## config.mk

```make
export PLATFORM = sky130hd
export DESIGN_NAME = vga_display_unit_flat
export DESIGN_NICKNAME = d
export VERILOG_FILES = /design/src/rtl/vga_display_unit_pkg.sv /design/src/rtl/vga_display_unit_if.sv /design/src/rtl/vga_display_unit_timing_gen.sv /design/src/rtl/vga_display_unit.sv /design/src/flat_wrapper.sv
export SDC_FILE = /design/constraint.sdc
export NUM_CORES = 1
export LEC_CHECK = 0
export CORE_ASPECT_RATIO = 1.75
export CORE_MARGIN = 2
export CORE_UTILIZATION = 30
export CTS_CLUSTER_SIZE = 10
export DETAILED_ROUTE_END_ITERATION = 10
export DONT_BUFFER_PORTS = 1
export PLACE_DENSITY = 0.44
export SLEW_MARGIN = 20
export SYNTH_ARGS = -nofsm -noshare
export SYNTH_HDL_FRONTEND = slang
export SYNTH_SLANG_ARGS = --single-unit
```

## constraint.sdc

```tcl
create_clock -name clk -period 2 [get_ports clk]
set_input_delay 0.4 -clock clk [delete_from_list [all_inputs] [get_ports clk]]
set_output_delay 0.4 -clock clk [all_outputs]
set_load 0.01 [all_outputs]
```

## src/rtl/vga_display_unit_pkg.sv

```systemverilog
// Shared VGA 640x480@60 timing constants, canvas geometry and pixel packing
// for the display unit and its timing generator.
package vga_display_unit_pkg;

    localparam logic [9:0] H_ACTIVE     = 10'd640;
    localparam logic [9:0] H_FP         = 10'd16;
    localparam logic [9:0] H_SYNC       = 10'd96;
    localparam logic [9:0] H_BP         = 10'd48;
    localparam logic [9:0] H_TOTAL      = H_ACTIVE + H_FP + H_SYNC + H_BP;
    localparam logic [9:0] H_SYNC_START = H_ACTIVE + H_FP;
    localparam logic [9:0] H_SYNC_END   = H_SYNC_START + H_SYNC - 10'd1;

    localparam logic [9:0] V_ACTIVE     = 10'd480;
    localparam logic [9:0] V_FP         = 10'd10;
    localparam logic [9:0] V_SYNC       = 10'd2;
    localparam logic [9:0] V_BP         = 10'd33;
    localparam logic [9:0] V_TOTAL      = V_ACTIVE + V_FP + V_SYNC + V_BP;
    localparam logic [9:0] V_SYNC_START = V_ACTIVE + V_FP;
    localparam logic [9:0] V_SYNC_END   = V_SYNC_START + V_SYNC - 10'd1;

    localparam logic [9:0] CANVAS_SIZE  = 10'd256;
    localparam logic [9:0] CANVAS_X0    = 10'd192;
    localparam logic [9:0] CANVAS_Y0    = 10'd112;
    localparam logic [9:0] CANVAS_X1    = CANVAS_X0 + CANVAS_SIZE;
    localparam logic [9:0] CANVAS_Y1    = CANVAS_Y0 + CANVAS_SIZE;

    localparam logic [7:0] CUR_RESET    = 8'h80;

    typedef struct packed {
        logic [3:0] r;
        logic [3:0] g;
        logic [3:0] b;
    } rgb_t;

    function automatic logic within2(input logic signed [8:0] d);
        return (d >= -9'sd2) && (d <= 9'sd2);
    endfunction

endpackage

```

## src/rtl/vga_display_unit_if.sv

```systemverilog
// VRAM read port, pen position and video outputs of the display unit.
// master = display unit side, slave = VRAM / pen / monitor side.
interface vga_display_unit_if;
    logic [11:0] vdata;
    logic [7:0]  x;
    logic [7:0]  y;
    logic [15:0] vaddr;
    logic [3:0]  disr;
    logic [3:0]  disg;
    logic [3:0]  disb;
    logic        hs;
    logic        vs;

    modport master (input vdata, x, y, output vaddr, disr, disg, disb, hs, vs);
    modport slave  (output vdata, x, y, input vaddr, disr, disg, disb, hs, vs);
endinterface

```

## src/rtl/vga_display_unit_timing_gen.sv

```systemverilog
// Free-running 800x525 pixel/line counters with raw active-low syncs and
// active/canvas region flags, all combinational from the current count.
module vga_timing_gen
    import vga_display_unit_pkg::*;
(
    input  logic       clk,
    input  logic       rst,
    output logic [9:0] hcnt_o,
    output logic [9:0] vcnt_o,
    output logic       hs_raw_o,
    output logic       vs_raw_o,
    output logic       active_o,
    output logic       canvas_o
);

    logic [9:0] hcnt_q, hcnt_d;
    logic [9:0] vcnt_q, vcnt_d;

    always_comb begin
        hcnt_d = hcnt_q + 10'd1;
        vcnt_d = vcnt_q;
        if (hcnt_q == H_TOTAL - 10'd1) begin
            hcnt_d = '0;
            vcnt_d = (vcnt_q == V_TOTAL - 10'd1) ? '0 : vcnt_q + 10'd1;
        end
    end

    always_ff @(posedge clk or negedge rst) begin
        if (!rst) begin
            hcnt_q <= '0;
            vcnt_q <= '0;
        end else begin
            hcnt_q <= hcnt_d;
            vcnt_q <= vcnt_d;
        end
    end

    assign hcnt_o   = hcnt_q;
    assign vcnt_o   = vcnt_q;
    assign hs_raw_o = !((hcnt_q >= H_SYNC_START) && (hcnt_q <= H_SYNC_END));
    assign vs_raw_o = !((vcnt_q >= V_SYNC_START) && (vcnt_q <= V_SYNC_END));
    assign active_o = (hcnt_q < H_ACTIVE) && (vcnt_q < V_ACTIVE);
    assign canvas_o = (hcnt_q >= CANVAS_X0) && (hcnt_q < CANVAS_X1) &&
                      (vcnt_q >= CANVAS_Y0) && (vcnt_q < CANVAS_Y1);

endmodule

```

## src/rtl/vga_display_unit.sv

```systemverilog
// VGA display stage: canvas VRAM addressing, 2-clk colour/sync pipeline and,
// when CURSOR_EN is defined, an inverting cursor cross at the latched pen position.
module vga_display_unit
    import vga_display_unit_pkg::*;
(
    input  logic               clk,
    input  logic               rst,
    vga_display_unit_if.master bus
);

    logic [9:0] hcnt, vcnt;
    logic       hs_raw, vs_raw, active, canvas;

    vga_timing_gen u_timing (
        .clk      (clk),
        .rst      (rst),
        .hcnt_o   (hcnt),
        .vcnt_o   (vcnt),
        .hs_raw_o (hs_raw),
        .vs_raw_o (vs_raw),
        .active_o (active),
        .canvas_o (canvas)
    );

    logic [7:0] cx, cy;
    logic       cursor_hit;

    assign cx        = 8'(hcnt - CANVAS_X0);
    assign cy        = 8'(vcnt - CANVAS_Y0);
    assign bus.vaddr = canvas ? {cx, cy} : 16'h0000;

`ifdef CURSOR_EN
    logic [7:0]        cur_x_q, cur_y_q;
    logic signed [8:0] dx, dy;

    assign dx = $signed({1'b0, cx} - {1'b0, cur_x_q});
    assign dy = $signed({1'b0, cy} - {1'b0, cur_y_q});
    // Clipping comes for free: cx/cy only exist inside the canvas.
    assign cursor_hit = canvas && (((dx == 9'sd0) && within2(dy)) ||
                                   ((dy == 9'sd0) && within2(dx)));

    // Pen position sampled once per frame so the cross never tears.
    always_ff @(posedge clk or negedge rst) begin
        if (!rst) begin
            cur_x_q <= CUR_RESET;
            cur_y_q <= CUR_RESET;
        end else if ((hcnt == 10'd0) && (vcnt == 10'd0)) begin
            cur_x_q <= bus.x;
            cur_y_q <= bus.y;
        end
    end
`else
    logic unused_pos;
    assign cursor_hit = 1'b0;
    assign unused_pos = ^{bus.x, bus.y};
`endif

    logic [1:0] hs_dly_q, vs_dly_q;
    logic       vis_q, inv_q;
    rgb_t       pix_q, pix_d;

    always_comb begin
        pix_d = '0;
        if (vis_q)
            pix_d = inv_q ? ~bus.vdata : bus.vdata;
    end

    always_ff @(posedge clk or negedge rst) begin
        if (!rst) begin
            hs_dly_q <= 2'b11;
            vs_dly_q <= 2'b11;
            vis_q    <= 1'b0;
            inv_q    <= 1'b0;
            pix_q    <= '0;
        end else begin
            hs_dly_q <= {hs_dly_q[0], hs_raw};
            vs_dly_q <= {vs_dly_q[0], vs_raw};
            vis_q    <= active && canvas;
            inv_q    <= cursor_hit;
            pix_q    <= pix_d;
        end
    end

    assign bus.hs   = hs_dly_q[1];
    assign bus.vs   = vs_dly_q[1];
    assign bus.disr = pix_q.r;
    assign bus.disg = pix_q.g;
    assign bus.disb = pix_q.b;

endmodule
```

## src/flat_wrapper.sv

```systemverilog
// flat-port wrapper written by rule: the top's interface ports become plain ports
module vga_display_unit_flat import vga_display_unit_pkg::*;
  (clk, rst, bus_vdata, bus_x, bus_y, bus_vaddr, bus_disr, bus_disg, bus_disb, bus_hs, bus_vs);
  vga_display_unit_if bus_i ();
  input  logic clk;
  input  logic rst;
  input wire logic [$bits(bus_i.vdata)-1:0] bus_vdata;
  input wire logic [$bits(bus_i.x)-1:0] bus_x;
  input wire logic [$bits(bus_i.y)-1:0] bus_y;
  output wire logic [$bits(bus_i.vaddr)-1:0] bus_vaddr;
  output wire logic [$bits(bus_i.disr)-1:0] bus_disr;
  output wire logic [$bits(bus_i.disg)-1:0] bus_disg;
  output wire logic [$bits(bus_i.disb)-1:0] bus_disb;
  output wire logic [$bits(bus_i.hs)-1:0] bus_hs;
  output wire logic [$bits(bus_i.vs)-1:0] bus_vs;
  assign bus_i.vdata = bus_vdata;
  assign bus_i.x = bus_x;
  assign bus_i.y = bus_y;
  assign bus_vaddr = bus_i.vaddr;
  assign bus_disr = bus_i.disr;
  assign bus_disg = bus_i.disg;
  assign bus_disb = bus_i.disb;
  assign bus_hs = bus_i.hs;
  assign bus_vs = bus_i.vs;
  vga_display_unit u_core (.clk(clk), .rst(rst), .bus(bus_i));
endmodule
```

==> metrics.txt, run 1 <==
# TYPE chip_impl_metric gauge
chip_impl_info{name="outcome",value="finished, violations left"} 1
chip_impl_info{name="violations",value="negative setup slack"} 1
chip_impl_info{name="leading_cell_type_by_number_of_instances_after_synthesis",value="sky130_fd_sc_hd__dfrtp_1"} 1
chip_impl_metric{name="reg2reg_setup_slack",unit="ps"} 140
chip_impl_metric{name="timing.critical_path.fanout_max",unit=""} 5
chip_impl_metric{name="worstMarginPinSlew",unit="ps"} 425.9
chip_impl_metric{name="design.die.area",unit="mm²"} 0.006917
chip_impl_metric{name="power_switching",unit="W"} 0.0002882
chip_impl_metric{name="irDropWorstVdd",unit="mV"} 0.2444
chip_impl_metric{name="synthDominantCellAreaShare",unit=""} 0.4409
chip_impl_metric{name="share_seq_of_total_power",unit=""} 0.583
chip_impl_info{name="clockRootBuffer",value="sky130_fd_sc_hd__clkbuf_8"} 1
chip_impl_metric{name="routedWlPerCell",unit="µm"} 14.76
chip_impl_metric{name="swShare",unit=""} 0.2248
chip_impl_metric{name="synthesis.area",unit="mm²"} 0.001873
chip_impl_metric{name="drv_cap",unit=""} 0
chip_impl_info{name="timing.setup.critical_path_class",value="register to output port"} 1
chip_impl_metric{name="mean_number_of_vias_per_cell",unit=""} 4.859
chip_impl_metric{name="grt_max_degree",unit=""} 38
chip_impl_info{name="min-delay-start",value="bus_vdata[4]"} 1
chip_impl_metric{name="clockPowerShare",unit=""} 0.401
chip_impl_metric{name="asyncSetResetFlopFracSynth",unit=""} 1.000
chip_impl_metric{name="comb_power_share",unit=""} 0.016
chip_impl_metric{name="fp-row-count",unit=""} 38
chip_impl_metric{name="p_leak",unit="nW"} 1.044
chip_impl_info{name="grt_setup_unrepaired",value="true"} 1
chip_impl_info{name="synth.largest_area_cell",value="sky130_fd_sc_hd__dfrtp_1"} 1
chip_impl_metric{name="final_net_count",unit=""} 244
chip_impl_metric{name="report.final.setup_viol",unit=""} 16
chip_impl_info{name="synth_top_flop_cell",value="sky130_fd_sc_hd__dfrtp_1"} 1
chip_impl_metric{name="drt-total-wl",unit="mm"} 4.191
chip_impl_metric{name="die-width",unit="µm"} 63.73
chip_impl_info{name="yosys-top-cells-area",value="sky130_fd_sc_hd__dfrtp_1 44%, sky130_fd_sc_hd__and2_1 10%, sky130_fd_sc_hd__ha_1 7.3%"} 1
chip_impl_metric{name="synth-edff-count",unit=""} 0
chip_impl_metric{name="post-route-util",unit=""} 0.3696
chip_impl_info{name="critical_path.reg2reg.startpoint",value="u_core.u_timing.hcnt_o[6]$_DFF_PN0_"} 1
chip_impl_metric{name="gr-usage-all-layers",unit=""} 0.1357
chip_impl_metric{name="post_synth_num_cell_types",unit=""} 39
chip_impl_metric{name="gp_congestion",unit=""} 0.8161
chip_impl_metric{name="power-per-cell-area",unit="mW/mm²"} 565.5
chip_impl_info{name="ys_top_cells_by_count",value="33 x sky130_fd_sc_hd__dfrtp_1, 30 x sky130_fd_sc_hd__and2_1, 13 x sky130_fd_sc_hd__o21ai_0"} 1
chip_impl_metric{name="synth-warning-count",unit=""} 0
chip_impl_metric{name="ant_nets",unit=""} 0
chip_impl_metric{name="synthesis.area_per_instance",unit="µm²"} 10.29
chip_impl_metric{name="cts.path.max_buffers",unit=""} 2
chip_impl_info{name="hold_class",value="input pin to register"} 1
chip_impl_metric{name="ff_latch_count_synth",unit=""} 37
chip_impl_metric{name="port_buffers",unit=""} 0
chip_impl_metric{name="vias_in_the_first_global_route",unit=""} 1417
chip_impl_metric{name="core_area",unit="mm²"} 0.006133
chip_impl_metric{name="skew",unit="ps"} 10.91
chip_impl_metric{name="achievable-frequency",unit="MHz"} 455.6
chip_impl_metric{name="clock_transition_time_at_the_flip_flop_clock_pins_of_the_worst_setup_and_hold_paths",unit="ps"} 80
chip_impl_metric{name="drt-pass1-iter-count",unit=""} 4
chip_impl_metric{name="finalMaxSlewViolations",unit=""} 0
chip_impl_info{name="cp-end-kind",value="output port"} 1
chip_impl_metric{name="clk_latency",unit="ps"} 290
chip_impl_metric{name="p_int",unit="W"} 0.0009939
chip_impl_metric{name="timing.critical_path.arrival",unit="ps"} 1790
chip_impl_metric{name="timing.reg2reg.worst_path_depth",unit=""} 7
chip_impl_metric{name="hpwl",unit="mm"} 3.059
chip_impl_metric{name="relSlewSlack",unit=""} 0.7139
chip_impl_metric{name="grt_overflow",unit=""} 0
chip_impl_metric{name="worstPathRequired",unit="ps"} 1600
chip_impl_metric{name="first_iter_violations",unit=""} 54
chip_impl_metric{name="grt_pass1_wl",unit="mm"} 7.196
chip_impl_metric{name="io-pin-count",unit=""} 60
chip_impl_metric{name="num-fill-cells",unit=""} 634
chip_impl_metric{name="synth.net_count",unit=""} 223
chip_impl_metric{name="initial_core_util",unit=""} 0.3054
chip_impl_metric{name="post-route-worst-setup-slack",unit="ps"} -195.0
chip_impl_metric{name="antenna_found_initial",unit=""} 0
chip_impl_metric{name="fin_crit",unit="ps"} 2195
chip_impl_metric{name="drc",unit=""} 0
chip_impl_info{name="r2r_end",value="u_core.u_timing.vcnt_o[5]$_DFFE_PN0N_"} 1
chip_impl_info{name="cp-start-kind",value="register"} 1
chip_impl_metric{name="ctsHtreeMaxLevel",unit=""} 2
chip_impl_metric{name="routed-via-count",unit=""} 1380
chip_impl_metric{name="synth_seq_area_share",unit=""} 0.4970
chip_impl_metric{name="hold_path_depth",unit=""} 1
chip_impl_metric{name="setup_tns",unit="ps"} -2850
chip_impl_metric{name="die-height",unit="µm"} 108.5
chip_impl_info{name="timing.hold.worst_endpoint",value="u_core.bus.disg[0]$_DFF_PN0_"} 1
chip_impl_metric{name="numClockSinks",unit=""} 37
chip_impl_metric{name="drive_gt1_frac",unit=""} 0.2892
chip_impl_metric{name="final_min_period_over_clock_period",unit=""} 1.097
chip_impl_metric{name="flow.area_growth_from_synthesis",unit="%"} 21.04
chip_impl_metric{name="antenna_cells_inserted",unit=""} 0
chip_impl_metric{name="synth_cells",unit=""} 182
chip_impl_info{name="cts_tree",value="built"} 1
chip_impl_metric{name="cts-buffers-inserted",unit=""} 5
chip_impl_metric{name="hold_viol_final",unit=""} 0
-- stage by stage --
| stage | area (µm²) | power, W | worst slack [ps] | hold slack [ps] | std cells |
|---|---|---|---|---|---|
| 2_1_floorplan | 1873 | 0.0007626 | 29.39 | 104.4 | 182 |
| 3_3_place_gp | 2026 | 0.0007625 | -18.51 | 105.2 | 267 |
| 3_5_place_dp | 2026 | 0.0007625 | -24.57 | 105.2 | 267 |
| 4_1_cts | 2237 | 0.001311 | -245.4 | 229.0 | 282 |
| 5_1_grt | 2267 | 0.001341 | -302.3 | 236.2 | 284 |
| 6_report | 2267 | 0.001282 | -195.0 | 242.4 | 284 |
-- worst max-delay path by stage --
stage,cells past startpoint,end,slack (ps),from
4_1_cts,6,bus_vaddr[0],-250,u_core.u_timing.vcnt_o[4]$_DFFE_PN0N_
2_1_floorplan,6,bus_vaddr[0],30,u_core.u_timing.vcnt_o[4]$_DFFE_PN0N_
3_3_place_gp,6,bus_vaddr[1],-20,u_core.u_timing.vcnt_o[4]$_DFFE_PN0N_
5_1_grt,6,bus_vaddr[0],-300,u_core.u_timing.vcnt_o[5]$_DFFE_PN0N_
6_report,6,bus_vaddr[11],-190,u_core.u_timing.vcnt_o[5]$_DFFE_PN0N_
3_5_place_dp,6,bus_vaddr[8],-20,u_core.u_timing.vcnt_o[4]$_DFFE_PN0N_
-- worst max-delay path, stage by stage, from the launching register on --
cell and delay [ps]:
sky130_fd_sc_hd__dfrtp_1 390, sky130_fd_sc_hd__ha_2 210, sky130_fd_sc_hd__a21oi_2 170, sky130_fd_sc_hd__xor2_2 100, sky130_fd_sc_hd__nor4_4 260, sky130_fd_sc_hd__buf_4 220
sky130_fd_sc_hd__and2_4 160
-- cells by family after synthesis --
| group | count (synthesis) | synth area share |
|---|---|---|
| muxes | 1 | 0.005344 |
| xor gates and xnor gates | 10 | 0.04676 |
| adders and majority gates | 11 | 0.07348 |
| DFF | 37 | 0.4970 |
| buffers and inverters | 17 | 0.04008 |
| and+or+nand+nor | 80 | 0.2599 |
| AOI/OAI and AO/OA | 26 | 0.07749 |
-- cell usage in the layout (no fill, tap or decap), types with 4 or more instances in the layout --
master	instances
sky130_fd_sc_hd__buf_4	19
sky130_fd_sc_hd__a21oi_1	6
sky130_fd_sc_hd__o21ai_0	13
sky130_fd_sc_hd__clkbuf_8	5
sky130_fd_sc_hd__and2_1	14
sky130_fd_sc_hd__dfrtp_1	32
sky130_fd_sc_hd__dfstp_2	4
sky130_fd_sc_hd__nor2_1	6
sky130_fd_sc_hd__ha_1	9
sky130_fd_sc_hd__inv_1	9
sky130_fd_sc_hd__xor2_1	6
sky130_fd_sc_hd__nand3_1	8
sky130_fd_sc_hd__nand2_1	12
sky130_fd_sc_hd__and2_4	16
sky130_fd_sc_hd__nor3_1	5
-- area by class of cell --
cell class / count / area [µm²] / share of cell area
multi-input cells: 128 / 938.4 / 0.4139
flip-flops and latches: 37 / 932.1 / 0.4111
repair buffers: 21 / 172.7 / 0.07616
well taps: 80 / 100.1 / 0.04415
clock buffers: 5 / 68.82 / 0.03035
inverters: 10 / 37.54 / 0.01656
clock inverters: 3 / 17.52 / 0.007726
-- repair_timing --
action	in CTS	in global routing
setup endpoints to repair	16	20
pin swaps	7	1
gates cloned	1	0
gates resized for setup	23	3
hold buffers	2	0
setup buffers	6	2
hold endpoints to repair	37	0
-- metal layers --
layer | routed length, µm | part of all wire | up-vias | GRT usage
met3 | 236 | 0.056 | 5 | 0.03850
met4 | 69 | 0.016 | 0 | 0.05124
met2 | 2374 | 0.57 | 47 | 0.2556
met5 | 0 | 0 | - | 0
met1 | 1511 | 0.36 | 680 | 0.1393
li1 | - | - | 648 | -
-- flip-flops by register name, summed over array words and instances (netlist names) --
register                cells
u_core.bus.disr             4
u_core.u_timing.vcnt_o     10
u_core.bus.disb             4
u_core.bus.disg             4
u_core.vis_q                1
u_core.vs_dly_q             2
u_core.hs_dly_q             2
u_core.u_timing.hcnt_o     10
-- power by group through the flow --
| stage | registers, W | clock network (W) | logic [W] |
|---|---|---|---|
| after floorplan | 0.000763 | 0 | 0.0000000157 |
| after global placement | 0.000763 | 0 | 0.0000000158 |
| after detailed placement | 0.000763 | 0 | 0.0000000158 |
| after CTS | 0.000748 | 0.000541 | 0.0000216 |
| after global routing | 0.000748 | 0.000570 | 0.0000238 |
| final | 0.000748 | 0.000514 | 0.0000204 |
Power figures use the tool's default switching activity.
==> run 2: changes to the inputs <==
ABC_AREA = 1   (was default)
==> run 2 against run 1 <==
Against the previous run:
- the run now ends clean
- routed wire length is 7.0% higher
- total power is 31% higher
- critical path depth is 2 higher
- die area is 5.7% higher
- core utilization hardly changed
- largest cell class is now sequential cells
- clock power is 77% higher
- final area is 5.9% higher
- register-to-register slack better by 180 ps
- cell count is 21% higher
- clock-buffer cell count stayed put
- sequential share of layout area is 2.3 points lower
- synthesized area is 6.0% higher
- critical endpoint is now bus_vaddr[15]
==> metrics.txt, run 2 <==
# TYPE chip_impl_metric gauge
chip_impl_info{name="timing.hold.worst_endpoint",value="u_core.bus.disb[1]$_DFF_PN0_"} 1
chip_impl_metric{name="synth_seq_area_share",unit=""} 0.4688
chip_impl_metric{name="instances_no_fill",unit=""} 344
chip_impl_metric{name="grt_overflow",unit=""} 0
chip_impl_metric{name="setup_tns",unit="ps"} 0
chip_impl_metric{name="port_buffers",unit=""} 0
chip_impl_metric{name="timing.critical_path.arrival",unit="ps"} 1590
chip_impl_metric{name="hold_viol_final",unit=""} 0
chip_impl_metric{name="pre_cts_slack",unit="ps"} 187.4
chip_impl_metric{name="io-pin-count",unit=""} 60
chip_impl_metric{name="clock_transition_time_at_the_flip_flop_clock_pins_of_the_worst_setup_and_hold_paths",unit="ps"} 60
chip_impl_metric{name="fp-row-count",unit=""} 39
chip_impl_metric{name="grt_pass1_wl",unit="mm"} 7.624
chip_impl_metric{name="flow.area_growth_from_synthesis",unit="%"} 20.86
chip_impl_metric{name="synthesis.area",unit="mm²"} 0.001986
chip_impl_metric{name="num-fill-cells",unit=""} 683
chip_impl_info{name="hold_class",value="input pin to register"} 1
chip_impl_info{name="ys_top_cells_by_count",value="47 x sky130_fd_sc_hd__inv_1, 45 x sky130_fd_sc_hd__nand2_1, 34 x sky130_fd_sc_hd__nor2_1"} 1
chip_impl_metric{name="place_inst",unit=""} 332
chip_impl_metric{name="final_net_count",unit=""} 302
chip_impl_metric{name="hold_path_depth",unit=""} 2
chip_impl_metric{name="synth-edff-count",unit=""} 0
chip_impl_metric{name="skew",unit="ps"} 5.883
chip_impl_metric{name="report.power.total",unit="W"} 0.001677
chip_impl_metric{name="post-route-worst-setup-slack",unit="ps"} 9.841
chip_impl_info{name="busiest_layer",value="met2"} 1
chip_impl_metric{name="synth-warning-count",unit=""} 0
chip_impl_metric{name="synthDominantCellAreaShare",unit=""} 0.4159
chip_impl_metric{name="fin_crit",unit="ps"} 1990
chip_impl_metric{name="routed-via-count",unit=""} 1598
chip_impl_metric{name="die-height",unit="µm"} 111.6
chip_impl_metric{name="antenna_found_initial",unit=""} 0
chip_impl_metric{name="cts-buffers-inserted",unit=""} 5
chip_impl_metric{name="design.die.area",unit="mm²"} 0.007311
chip_impl_info{name="leading_cell_type_by_number_of_instances_after_synthesis",value="sky130_fd_sc_hd__inv_1"} 1
chip_impl_metric{name="initial_core_util",unit=""} 0.3060
chip_impl_info{name="highest_count_cells_in_the_layout_ignoring_fill_and_taps",value="46 x sky130_fd_sc_hd__inv_1, 42 x sky130_fd_sc_hd__nand2_1, 33 x sky130_fd_sc_hd__dfrtp_1"} 1
chip_impl_info{name="synth_top_flop_cell",value="sky130_fd_sc_hd__dfrtp_1"} 1
chip_impl_metric{name="numClockSinks",unit=""} 37
chip_impl_metric{name="p_leak",unit="nW"} 1.256
chip_impl_metric{name="relSlewSlack",unit=""} 0.7590
chip_impl_metric{name="achievable-frequency",unit="MHz"} 502.5
chip_impl_metric{name="drive_gt1_frac",unit=""} 0.1870
chip_impl_info{name="outcome",value="completed"} 1
chip_impl_metric{name="routedWlPerCell",unit="µm"} 13.04
chip_impl_metric{name="clk_latency",unit="ps"} 280
chip_impl_metric{name="drv_cap",unit=""} 0
chip_impl_metric{name="hpwl",unit="mm"} 3.294
chip_impl_info{name="clockRootBuffer",value="sky130_fd_sc_hd__clkbuf_16"} 1
chip_impl_metric{name="timing.hold.ws",unit="ps"} 217.4
chip_impl_metric{name="post_synth_num_cell_types",unit=""} 27
chip_impl_metric{name="ctsHtreeMaxLevel",unit=""} 2
chip_impl_metric{name="gp_congestion",unit=""} 0.8535
chip_impl_metric{name="timing.critical_path.fanout_max",unit=""} 16
chip_impl_info{name="cp-end-kind",value="output port"} 1
chip_impl_metric{name="antenna_cells_inserted",unit=""} 0
chip_impl_metric{name="finalMaxSlewViolations",unit=""} 0
chip_impl_metric{name="irDropWorstVdd",unit="mV"} 0.3680
chip_impl_metric{name="mean_number_of_vias_per_cell",unit=""} 4.645
chip_impl_info{name="synth.largest_area_cell",value="sky130_fd_sc_hd__dfrtp_1"} 1
chip_impl_metric{name="drt-total-wl",unit="mm"} 4.485
chip_impl_metric{name="use_met3",unit=""} 0.03333
chip_impl_metric{name="die-width",unit="µm"} 65.50
chip_impl_metric{name="reg2reg_setup_slack",unit="ps"} 320
chip_impl_info{name="timing.setup.critical_path_class",value="register to output port"} 1
chip_impl_metric{name="ant_nets",unit=""} 0
chip_impl_metric{name="drt-pass1-iter-count",unit=""} 4
chip_impl_metric{name="groute.layer.met2.usage",unit=""} 0.2524
chip_impl_metric{name="grt_max_degree",unit=""} 38
chip_impl_metric{name="groute.layer.met1.usage",unit=""} 0.1401
chip_impl_metric{name="power-per-cell-area",unit="mW/mm²"} 699.0
chip_impl_info{name="min-delay-start",value="bus_vdata[1]"} 1
chip_impl_metric{name="cts.path.max_buffers",unit=""} 2
chip_impl_metric{name="vias_in_the_first_global_route",unit=""} 1659
chip_impl_info{name="yosys-top-cells-area",value="sky130_fd_sc_hd__dfrtp_1 42%, sky130_fd_sc_hd__inv_1 8.9%, sky130_fd_sc_hd__nand2_1 8.5%"} 1
chip_impl_metric{name="ff_latch_count_synth",unit=""} 37
chip_impl_info{name="r2r_end",value="u_core.u_timing.vcnt_o[8]$_DFFE_PN0N_"} 1
chip_impl_metric{name="final_min_period_over_clock_period",unit=""} 0.9951
chip_impl_metric{name="synthesis.area_per_instance",unit="µm²"} 8.138
chip_impl_info{name="cts_tree",value="built"} 1
chip_impl_metric{name="timing.reg2reg.worst_path_depth",unit=""} 9
chip_impl_metric{name="synth.net_count",unit=""} 285
chip_impl_metric{name="worstPathRequired",unit="ps"} 1600
chip_impl_metric{name="synth_cells",unit=""} 244
chip_impl_metric{name="gr-usage-all-layers",unit=""} 0.1375
chip_impl_metric{name="drc",unit=""} 0
chip_impl_info{name="cp-start-kind",value="register"} 1
chip_impl_info{name="mostFrequentLayoutCell",value="sky130_fd_sc_hd__inv_1"} 1
chip_impl_metric{name="core_area",unit="mm²"} 0.006490
chip_impl_metric{name="asyncSetResetFlopFracSynth",unit=""} 1.000
chip_impl_metric{name="first_iter_violations",unit=""} 94
chip_impl_info{name="critical_path.reg2reg.startpoint",value="u_core.u_timing.hcnt_o[6]$_DFF_PN0_"} 1
chip_impl_metric{name="worstMarginPinSlew",unit="ps"} 361.5
chip_impl_info{name="grt_setup_unrepaired",value="true"} 1
chip_impl_metric{name="report.final.setup_viol",unit=""} 0
-- run 2: layout make-up --
class / instances / area [µm²] / share of cell area
flip-flops and latches: 37 / 930.9 / 0.3879
multi-input cells: 153 / 870.8 / 0.3629
inverters: 49 / 183.9 / 0.07664
repair buffers: 15 / 140.1 / 0.05839
clock buffers: 5 / 125.1 / 0.05214
well taps: 82 / 102.6 / 0.04275
clock inverters: 3 / 46.29 / 0.01929
-- run 2: routing by layer --
layer	vias to the layer above	part of all wire
li1	799	-
met1	744	0.39
met2	43	0.54
met3	12	0.038
met4	0	0.038
met5	-	0
-- run 2: how the worst max path moves through the flow --
stage	startpoint	endpoint	cells after the start
floorplan	u_core.u_timing.vcnt_o[5]$_DFFE_PN0N_	bus_vaddr[0]	8
global placement	u_core.u_timing.hcnt_o[7]$_DFF_PN0_	bus_vaddr[13]	6
detailed placement	u_core.u_timing.hcnt_o[6]$_DFF_PN0_	bus_vaddr[13]	6
CTS	u_core.u_timing.vcnt_o[4]$_DFFE_PN0N_	bus_vaddr[6]	8
global route	u_core.u_timing.vcnt_o[4]$_DFFE_PN0N_	bus_vaddr[15]	8
finish	u_core.u_timing.vcnt_o[4]$_DFFE_PN0N_	bus_vaddr[15]	8
-- run 2: cells by family after synthesis --
logic type               count (synthesis)  synth area share
AO/OA/AOI/OAI                           22           0.06239
XOR/XNOR                                 3           0.01323
flip-flops                              37            0.4688
AND/OR/NAND/NOR                        117            0.2747
adder cells (fa/ha/maj)                 11           0.06931
buffers and inverters                   54            0.1115
-- run 2: through the flow --
| step | utilization | instance area (µm²) |
|---|---|---|
| global route | 0.3698 | 2400 |
| detailed placement | 0.3306 | 2146 |
| finish | 0.3698 | 2400 |
| global placement | 0.3306 | 2146 |
| floorplan | - | 1986 |
| CTS | 0.3667 | 2380 |
-- run 2: what timing repair did --
action	CTS	global route
setup endpoints to repair	16	16
buffers inserted	2	0
gates resized for setup	6	8
pin swaps	0	1
hold buffers	2	0
endpoints found under the hold margin	37	0
cloned	0	0
-- run 2: report_power, final --
group          total (W)  switching, W  internal (W)
clock           0.000908      0.000318      0.000590
combinational  0.0000207     0.0000154    0.00000538
sequential      0.000749             0      0.000749
total            0.00168      0.000333       0.00134
-- run 2: critical path, cell delays in order, from the launching register on --
cell	delay [ps]
sky130_fd_sc_hd__dfrtp_1	360
sky130_fd_sc_hd__ha_2	200
sky130_fd_sc_hd__nand2_2	80
sky130_fd_sc_hd__inv_2	80
sky130_fd_sc_hd__nand2_2	50
sky130_fd_sc_hd__nand3_2	70
sky130_fd_sc_hd__nand4_4	100
sky130_fd_sc_hd__buf_12	170
sky130_fd_sc_hd__nor2_1	200
